### src/rtl/kbd_event_fifo.sv
// Folds PS/2 set-2 scan-code bytes into key events {release, ext, code}
// and queues them in a fall-through FIFO popped by the CPU.
module kbd_event_fifo #(
    parameter int unsigned DEPTH_LOG2 = 4
) (
    input  logic                  clock,
    input  logic                  reset_n,
    input  logic [7:0]            ps2_data,
    input  logic                  ps2_hit,
    input  logic                  rd,
    input  logic                  clr_ovf,
    output logic [9:0]            q,
    output logic                  empty,
    output logic                  full,
    output logic [DEPTH_LOG2:0]   count,
    output logic                  ovf
);

    localparam int unsigned DEPTH = 1 << DEPTH_LOG2;
    localparam int unsigned CW    = DEPTH_LOG2 + 1;
    localparam int unsigned PW    = DEPTH_LOG2;
    localparam int unsigned EW    = 10;
    localparam int unsigned SW    = 3;

    typedef enum logic {ST_IDLE, ST_SKIP} state_t;

    state_t          state;
    logic            ext;
    logic            rel;
    logic [SW-1:0]   skip_cnt;

    logic [EW-1:0]   mem [DEPTH];
    logic [PW-1:0]   wr_ptr;
    logic [PW-1:0]   rd_ptr;

    logic            push_c;
    logic [EW-1:0]   push_ev_c;
    logic            do_push_c;
    logic            do_pop_c;
    logic            drop_c;
    logic [CW-1:0]   count_nxt_c;

    // Event decode for the byte strobed this cycle
    always_comb begin
        push_c    = 1'b0;
        push_ev_c = {rel, ext, ps2_data};
        if (ps2_hit && state == ST_IDLE) begin
            case (ps2_data)
                8'hE0, 8'hF0: push_c = 1'b0;
                8'hE1: begin
                    push_c    = 1'b1;
                    push_ev_c = {1'b0, 1'b1, 8'hE1};
                end
                // Keyboard replies only count as keys when a prefix preceded them
                8'hFA, 8'hAA, 8'hEE, 8'hFE, 8'h00, 8'hFF: push_c = ext | rel;
                default: push_c = 1'b1;
            endcase
        end
    end

    // Assembler FSM: prefix flags and Pause-sequence skipping
    always_ff @(posedge clock) begin
        if (!reset_n) begin
            state    <= ST_IDLE;
            ext      <= 1'b0;
            rel      <= 1'b0;
            skip_cnt <= '0;
        end else if (ps2_hit) begin
            case (state)
                ST_IDLE: begin
                    case (ps2_data)
                        8'hE0: ext <= 1'b1;
                        8'hF0: rel <= 1'b1;
                        8'hE1: begin
                            state    <= ST_SKIP;
                            skip_cnt <= SW'(7);
                            ext      <= 1'b0;
                            rel      <= 1'b0;
                        end
                        default: begin
                            ext <= 1'b0;
                            rel <= 1'b0;
                        end
                    endcase
                end
                ST_SKIP: begin
                    skip_cnt <= skip_cnt - SW'(1);
                    if (skip_cnt == SW'(1)) begin
                        state <= ST_IDLE;
                    end
                end
            endcase
        end
    end

    assign do_pop_c  = rd & ~empty;
    assign do_push_c = push_c & (~full | do_pop_c);
    assign drop_c    = push_c & full & ~do_pop_c;

    always_comb begin
        count_nxt_c = count;
        if (do_push_c && !do_pop_c) begin
            count_nxt_c = count + CW'(1);
        end else if (!do_push_c && do_pop_c) begin
            count_nxt_c = count - CW'(1);
        end
    end

    // Pointers and registered status
    always_ff @(posedge clock) begin
        if (!reset_n) begin
            wr_ptr <= '0;
            rd_ptr <= '0;
            count  <= '0;
            empty  <= 1'b1;
            full   <= 1'b0;
            ovf    <= 1'b0;
        end else begin
            if (do_push_c) begin
                wr_ptr <= wr_ptr + PW'(1);
            end
            if (do_pop_c) begin
                rd_ptr <= rd_ptr + PW'(1);
            end
            count <= count_nxt_c;
            empty <= (count_nxt_c == '0);
            full  <= (count_nxt_c == CW'(DEPTH));
            if (drop_c) begin
                ovf <= 1'b1;
            end else if (clr_ovf) begin
                ovf <= 1'b0;
            end
        end
    end

    // Storage is not reset; contents behind the pointers are simply abandoned
    always_ff @(posedge clock) begin
        if (reset_n && do_push_c) begin
            mem[wr_ptr] <= push_ev_c;
        end
    end

    assign q = mem[rd_ptr];

endmodule

### config.mk
export PLATFORM = sky130hd
export DESIGN_NAME = kbd_event_fifo
export DESIGN_NICKNAME = d
export VERILOG_FILES = /design/src/rtl/kbd_event_fifo.sv
export SDC_FILE = /design/constraint.sdc
export NUM_CORES = 1
export LEC_CHECK = 0
export BUFFER_PORTS_ARGS = -buffer_cell sky130_fd_sc_hd__buf_2
export CORE_MARGIN = 2
export CORE_UTILIZATION = 59
export DETAILED_ROUTE_END_ITERATION = 16
export GPL_ROUTABILITY_DRIVEN = 0
export PLACE_DENSITY_LB_ADDON = 0.3
export SLEW_MARGIN = 15
export SYNTH_ARGS = -nofsm -noshare
export SYNTH_HDL_FRONTEND = slang
export SYNTH_SLANG_ARGS = --single-unit
### constraint.sdc
create_clock -name clock -period 3.65 [get_ports clock]
set_input_delay 0 -clock clock [delete_from_list [all_inputs] [get_ports clock]]
set_output_delay 0 -clock clock [all_outputs]
set_load 0.05 [all_outputs]
==> results of run 1 <==
==> area by class of cell <==
class / instances / area (sq um)
Clock inverter: 15 / 219.0
Timing Repair Buffer: 64 / 445.4
Tap cell: 172 / 215.2
Clock buffer: 17 / 425.4
Fill cell: 826 / 3836
Multi-Input combinational cell: 187 / 2014
Inverter: 9 / 33.78
Sequential cell: 186 / 5328
==> power groups by stage <==
stage | logic (mW) | clock network [mW] | registers [mW]
after floorplan | 0.469 | 0 | 2.48
after global placement | 0.623 | 0 | 2.45
after detailed placement | 0.638 | 0 | 2.46
after CTS | 0.651 | 2.01 | 2.41
after global routing | 0.694 | 2.08 | 2.42
final | 0.647 | 1.97 | 2.41
==> worst min-delay path: cells and delay by family <==
kind	cells	cell delay, ns
AOI/OAI and AO/OA	1	0.08
buffers and inverters	1	0.08
and+or+nand+nor	2	0.26
==> repair_timing <==
item                                    4_1_cts  5_1_grt
hold endpoints to repair                    137        0
hold buffers                                 11        0
endpoints found under the setup margin        0        0
buffers inserted                              0        0
==> registers in the layout, indices dropped and copies added, names as in the netlist, named ones only <==
register / count
full: 1
wr_ptr: 4
mem: 160
count: 5
rd_ptr: 4
rel: 1
ext: 1
ovf: 1
skip_cnt: 3
state: 1
empty: 1
==> cell families after synthesis <==
logic type / share of synthesized area
and+or+nand+nor: 0.05819
DFF: 0.7096
xor gates and xnor gates: 0.01284
buffers and inverters: 0.02234
AOI/OAI and AO/OA: 0.02534
muxes: 0.1567
adders and majority gates: 0.01501
==> metrics by stage <==
step / hold WS (ns) / area (sq um)
after floorplan: 0.1406 / 7505
after global placement: 0.2732 / 7924
after detailed placement: 0.2890 / 7924
after CTS: 0.03142 / 8678
after global routing: 0.06370 / 8681
final: 0.05069 / 8681
==> metal layers <==
metal	global-route usage	vias up	part of all wire	wire (um)
met1	0.3339	2037	0.41	6125
met5	0	-	0	0
met3	0.07055	23	0.075	1114
li1	-	1737	-	-
met2	0.3776	177	0.49	7288
met4	0.09020	0	0.023	345
==> synthesized netlist by cell type, drive strengths merged, types with 2 or more instances <==
library cell / n / area share
nor3: 9 / 0.0060
o22ai: 3 / 0.0043
a211oi: 3 / 0.0030
inv: 8 / 0.0040
nand3: 6 / 0.0040
o21ai: 5 / 0.0038
and2: 4 / 0.0037
nand4: 3 / 0.0025
or3: 2 / 0.0018
mux4: 50 / 0.15
nor2b: 2 / 0.0017
dfxtp: 26 / 0.069
or4: 2 / 0.0025
a21oi: 7 / 0.0047
edfxtp: 160 / 0.64
xnor2: 5 / 0.0058
ha: 9 / 0.015
nand2: 15 / 0.0075
nor2: 33 / 0.017
nand3b: 5 / 0.0050
buf: 8 / 0.0068
mux2i: 5 / 0.0067
xor2: 6 / 0.0070
clkbuf: 14 / 0.0070
==> how the worst min path moves through the flow <==
stage	to	slack, ns
after floorplan	rel	0.14
after global placement	empty	0.27
after detailed placement	empty	0.29
after CTS	register	0.03
after global routing	register	0.06
final	register	0.05
==> metrics.txt, run 1 <==
setup TNS=0 ns; via/cell ratio=6.114; critical path's most frequent cell=mux4_2; Pwr Total=5.029 mW; R2R depth=7; worst setup margin=0.8826 ns; mapped cell area=7505 sq um; Req. time, crit path=3.65 ns; die height=116.8 um; P per Cell Area=579.4 nW/um^2; RSZ-0062 raised after global routing=no; Max Root-Sink Buffers=2; max_slew headroom=0.4373; EDFF count, synth=between 150 and 200; final core utilization=0.6935; CTS tree=done; worst-path cell with the longest stage delay=dfxtp_2; CP Class=register to output pin; overall die width=116.8 um; Async S/R FF share, synth=0; Critical R2R Launch=state; pre-CTS setup slack=1.123 ns; Synth Instances=407; Min-Delay Path Class=input port to register; H-tree Lvls=4; largest net degree at the start of global routing=32; Post-DP HPWL=9288 um; CTS root buf=clkbuf_16; clock power share=0.393; Sw Ratio=0.2384; LEAKAGE=between 2 and 3 nW; worst skew pair latency=~0.42 ns; row count=41; Crit Path Max Fanout=18; I/O pin cnt=31; Initial Util=0.5996; Fin Clk Skew=0.01030 ns; Critical Path Max Stage Delay=~0.74 ns; Num Clock Sinks=186; Max Slew Vio Count=0; run status=completed; clock-pin transition on the worst setup and hold timing paths=0.06 ns; post-layout min period=2.767 ns; drt pass-1 iters=5; Int Pwr=about 3.8 mW; final worst-path cycle share=0.7582; final WL=14,870 um; Worst Setup EP=q[5]; crit-path leading delay family=multiplexers; post-cts resize count=0; Synthesis Warnings=0; port buffer count=30; Gate power share=0.129; Critical Path Source Type=register; die area=roughly 14,000 sq um; Inst Count DP=607; DRC errors left=0; Num CTS Buffers=17; 1st-iter DRT viols=484; Sw Pwr=about 1.2 mW; Seq cells post-synth=186; initial antenna violation count=0; Buf/Inv on CP=2; commonest non-fill, non-tap cells in the layout=160 x edfxtp_1, 50 x mux4_2, 33 x nor2_1; P&R area growth vs syn=15.67%; fin cells=650; first-pass GRT wire length=between 20,000 and 25,000 um; maxcap violations=0; number of distinct library cells after synthesis=49; CP arrival=2.77 ns; layout cells sized above 1=0.3096; Peak VDD IR=0.3305 mV; grt ovf=0; syn nets=429; WL/cell=22.88 um; worst slew pin tran=0.8429 ns; Levels on crit path=4; critical path, cell by cell=buf_4, mux4_2, mux4_2, buf_2; reg-to-reg setup timing slack=1.12 ns; total number of vias=3,974; Highest Clock Rate=361.4 MHz; most common cell after layout, fill and taps aside=edfxtp_1; antenna diode count=0; Syn Area/Cell=18.44 sq um; number of cells on the worst hold path=4; CP Capture Type=output pin; hold_sp=rd; Final setup viols=0; Main synth FF type=edfxtp_1; Worst R2R End=mem[10][2]; Seq pwr share=0.479; Final nets=between 400 and 500; gr usage total=0.2431; post-synthesis sequential area ratio=0.7096; Final Hold Fails=0; vias in the first global route=4,005; post-route ant nets=0; core area=12,520 sq um
Power figures use the tool's default switching activity.
==> run 2, diff against run 1 <==
CORE_UTILIZATION = 55   (was 59)
clock period = 2.5 ns   (was 3.65 ns; I/O delays follow)
==> run 2 against run 1 <==
Effect of this change: global-route usage is 2.5 points lower; sequential share of layout area is 0.49 points higher; sequential cell count stayed put; register-to-register slack worse by 1.1 ns; non-clock buffer count is 3 lower.
==> metrics.txt, run 2 (synthesis gave the netlist of run 1 again) <==
worst slew pin tran=1.005 ns (was 0.8429 ns); area of the multi-input gates=2034 sq um (was 2014 sq um); via/cell ratio=5.916 (was 6.114); post-layout min period=2.435 ns; die area=14,600 sq um (was 13,640 sq um); Initial Util=0.5645 (was 0.5996); max_slew headroom=0.3274 (was 0.4373); P&R area growth vs syn=14.80% (was 15.67%); Pwr Total=7.037 mW (was 5.029 mW); run status=completed (unchanged); design area=8616 sq um (was 8681 sq um); layout cells sized above 1=0.3368 (was 0.3096); clock-pin transition on the worst setup and hold timing paths=0.07 ns (was 0.06 ns); I/O pin cnt=31 (unchanged); Top reg by flops=mem (unchanged); Seq. cell area=5330 sq um (was 5328 sq um); commonest non-fill, non-tap cells in the layout=160 x edfxtp_1, 50 x mux4_2, 29 x buf_2 (was 160 x edfxtp_1, 50 x mux4_2, 33 x nor2_1); Max Root-Sink Buffers=2 (unchanged); Req. time, crit path=2.55 ns (was 3.65 ns); WL/cell=22.50 um (was 22.88 um); grt ovf=0 (unchanged); total number of vias=3,851 (was 3,974); Max Slew Vio Count=0 (unchanged); Final Hold Fails=0 (unchanged); post-route ant nets=0 (unchanged); Critical Path Max Stage Delay=0.81 ns (was 0.74 ns); critical path, cell by cell=and2b_2, o21ai_1, a221oi_4, and2_2, nand2_1, nor2_1 (was buf_4, mux4_2, mux4_2, buf_2); antenna diode count=0 (unchanged); final WL=14,650 um (was 14,870 um); # fillers=880 (was 826); overall die width=120.8 um (was 116.8 um); CP arrival=2.49 ns (was 2.77 ns); Crit Path Max Fanout=10 (was 18); pre-CTS setup slack=0.04694 ns (was 1.123 ns); Final nets=484 (was 487); DRC errors left=0 (unchanged); Min-Delay Path Class=input port to register (unchanged); Final Hold Slack=0.02655 ns (was 0.05069 ns); CTS root buf=clkbuf_16 (unchanged); RSZ-0062 raised after global routing=yes (was no); port buffer count=30 (unchanged); Highest Clock Rate=about 410 MHz; gr usage total=0.2184 (was 0.2431); Critical Path Source Type=register (unchanged); Post-DP HPWL=9117 um (was 9288 um); CP Class=register to register (was register to output pin); row count=42 (was 41); Final setup viols=0 (unchanged); P per Cell Area=816.7 nW/um^2 (was 579.4 nW/um^2); Peak VDD IR=0.5540 mV (was 0.3305 mV); worst setup margin=0.06549 ns (was 0.8826 ns); initial antenna violation count=0 (unchanged); worst-path cell with the longest stage delay=nor2_1 (was dfxtp_2); Placement Cell Area=7956 sq um (was 7924 sq um); 1st-iter DRT viols=308 (was 484); worst skew pair latency=0.43 ns (was 0.42 ns); vias in the first global route=3,877 (was 4,005); top flop regs=mem (160), count (5) (unchanged); CP Capture Type=register (was output pin); max reg flops=160 (unchanged); first-pass GRT wire length=22,580 um (was 22,950 um); largest net degree at the start of global routing=41 (was 32); final worst-path cycle share=0.9738; LEAKAGE=2.811 nW (was 2.860 nW); CTS tree=done (unchanged); drt pass-1 iters=5 (unchanged); maxcap violations=0 (unchanged); Fin Clk Skew=0.009186 ns (was 0.01030 ns); Post-CTS Setup Bufs=0 (unchanged); die height=120.8 um (was 116.8 um); H-tree Lvls=4 (unchanged); core area=13,300 sq um (was 12,520 sq um); Num CTS Buffers=17 (unchanged); Num Clock Sinks=186 (unchanged); most common cell after layout, fill and taps aside=edfxtp_1 (unchanged)
run 2: worst max-delay path, delay by kind of cell (launching register included):
kind	cells	cell delay, ns
flip-flops	1	0.31
AO/OA/AOI/OAI	2	0.33
AND/OR/NAND/NOR	4	1.40
run 2: where the power goes:
| group | total, mW | switching (mW) | leakage (nW) | internal [mW] |
|---|---|---|---|---|
| Sequential | 3.50 | 0.0738 | 1.66 | 3.43 |
| Clock | 2.51 | 1.21 | 0.271 | 1.31 |
| Combinational | 1.02 | 0.597 | 0.875 | 0.424 |
| Total | 7.04 | 1.88 | 2.81 | 5.16 |
run 2: metrics by stage:
step,std cells,utilization,TNS [ns]
finish,651,0.6480,0
global route,651,0.6480,-2.677
CTS,651,0.6465,0
detailed placement,613,0.5984,0
global placement,613,0.5984,0
floorplan,407,-,0
run 2: metal layers:
metal / GRT usage / part of all wire
met2: 0.3365 / 0.49
met4: 0.07776 / 0.019
met3: 0.04528 / 0.064
met5: 0 / 0
met1: 0.3143 / 0.43
run 2: layout make-up:
class | instances | share of cell area
sequential | 186 | 0.6186
multi-input combinational | 187 | 0.2361
timing repair buffer | 61 | 0.05141
clock buffer | 17 | 0.04938
tap | 176 | 0.02556
clock inverter | 15 | 0.01496
inverter | 9 | 0.003921
run 2: path summary, 6_finish.rpt:
| kind | start | to | slack [ns] | depth (start not counted) |
|---|---|---|---|---|
| worst max-delay path | state | mem[2][5] | 0.07 | 6 |
| worst min-delay path | ps2_data[3] | mem[10][3] | 0.03 | 2 |
| worst max register to register | state | mem[2][5] | 0.07 | 6 |
| worst min register to register | ovf | ovf | 0.50 | 2 |
run 2: repair_timing:
item,4_1_cts,5_1_grt
resized for setup,1,10
endpoints found under the setup margin,5,102
hold buffers,5,0
cloned,1,0
endpoints found under the hold margin,18,0
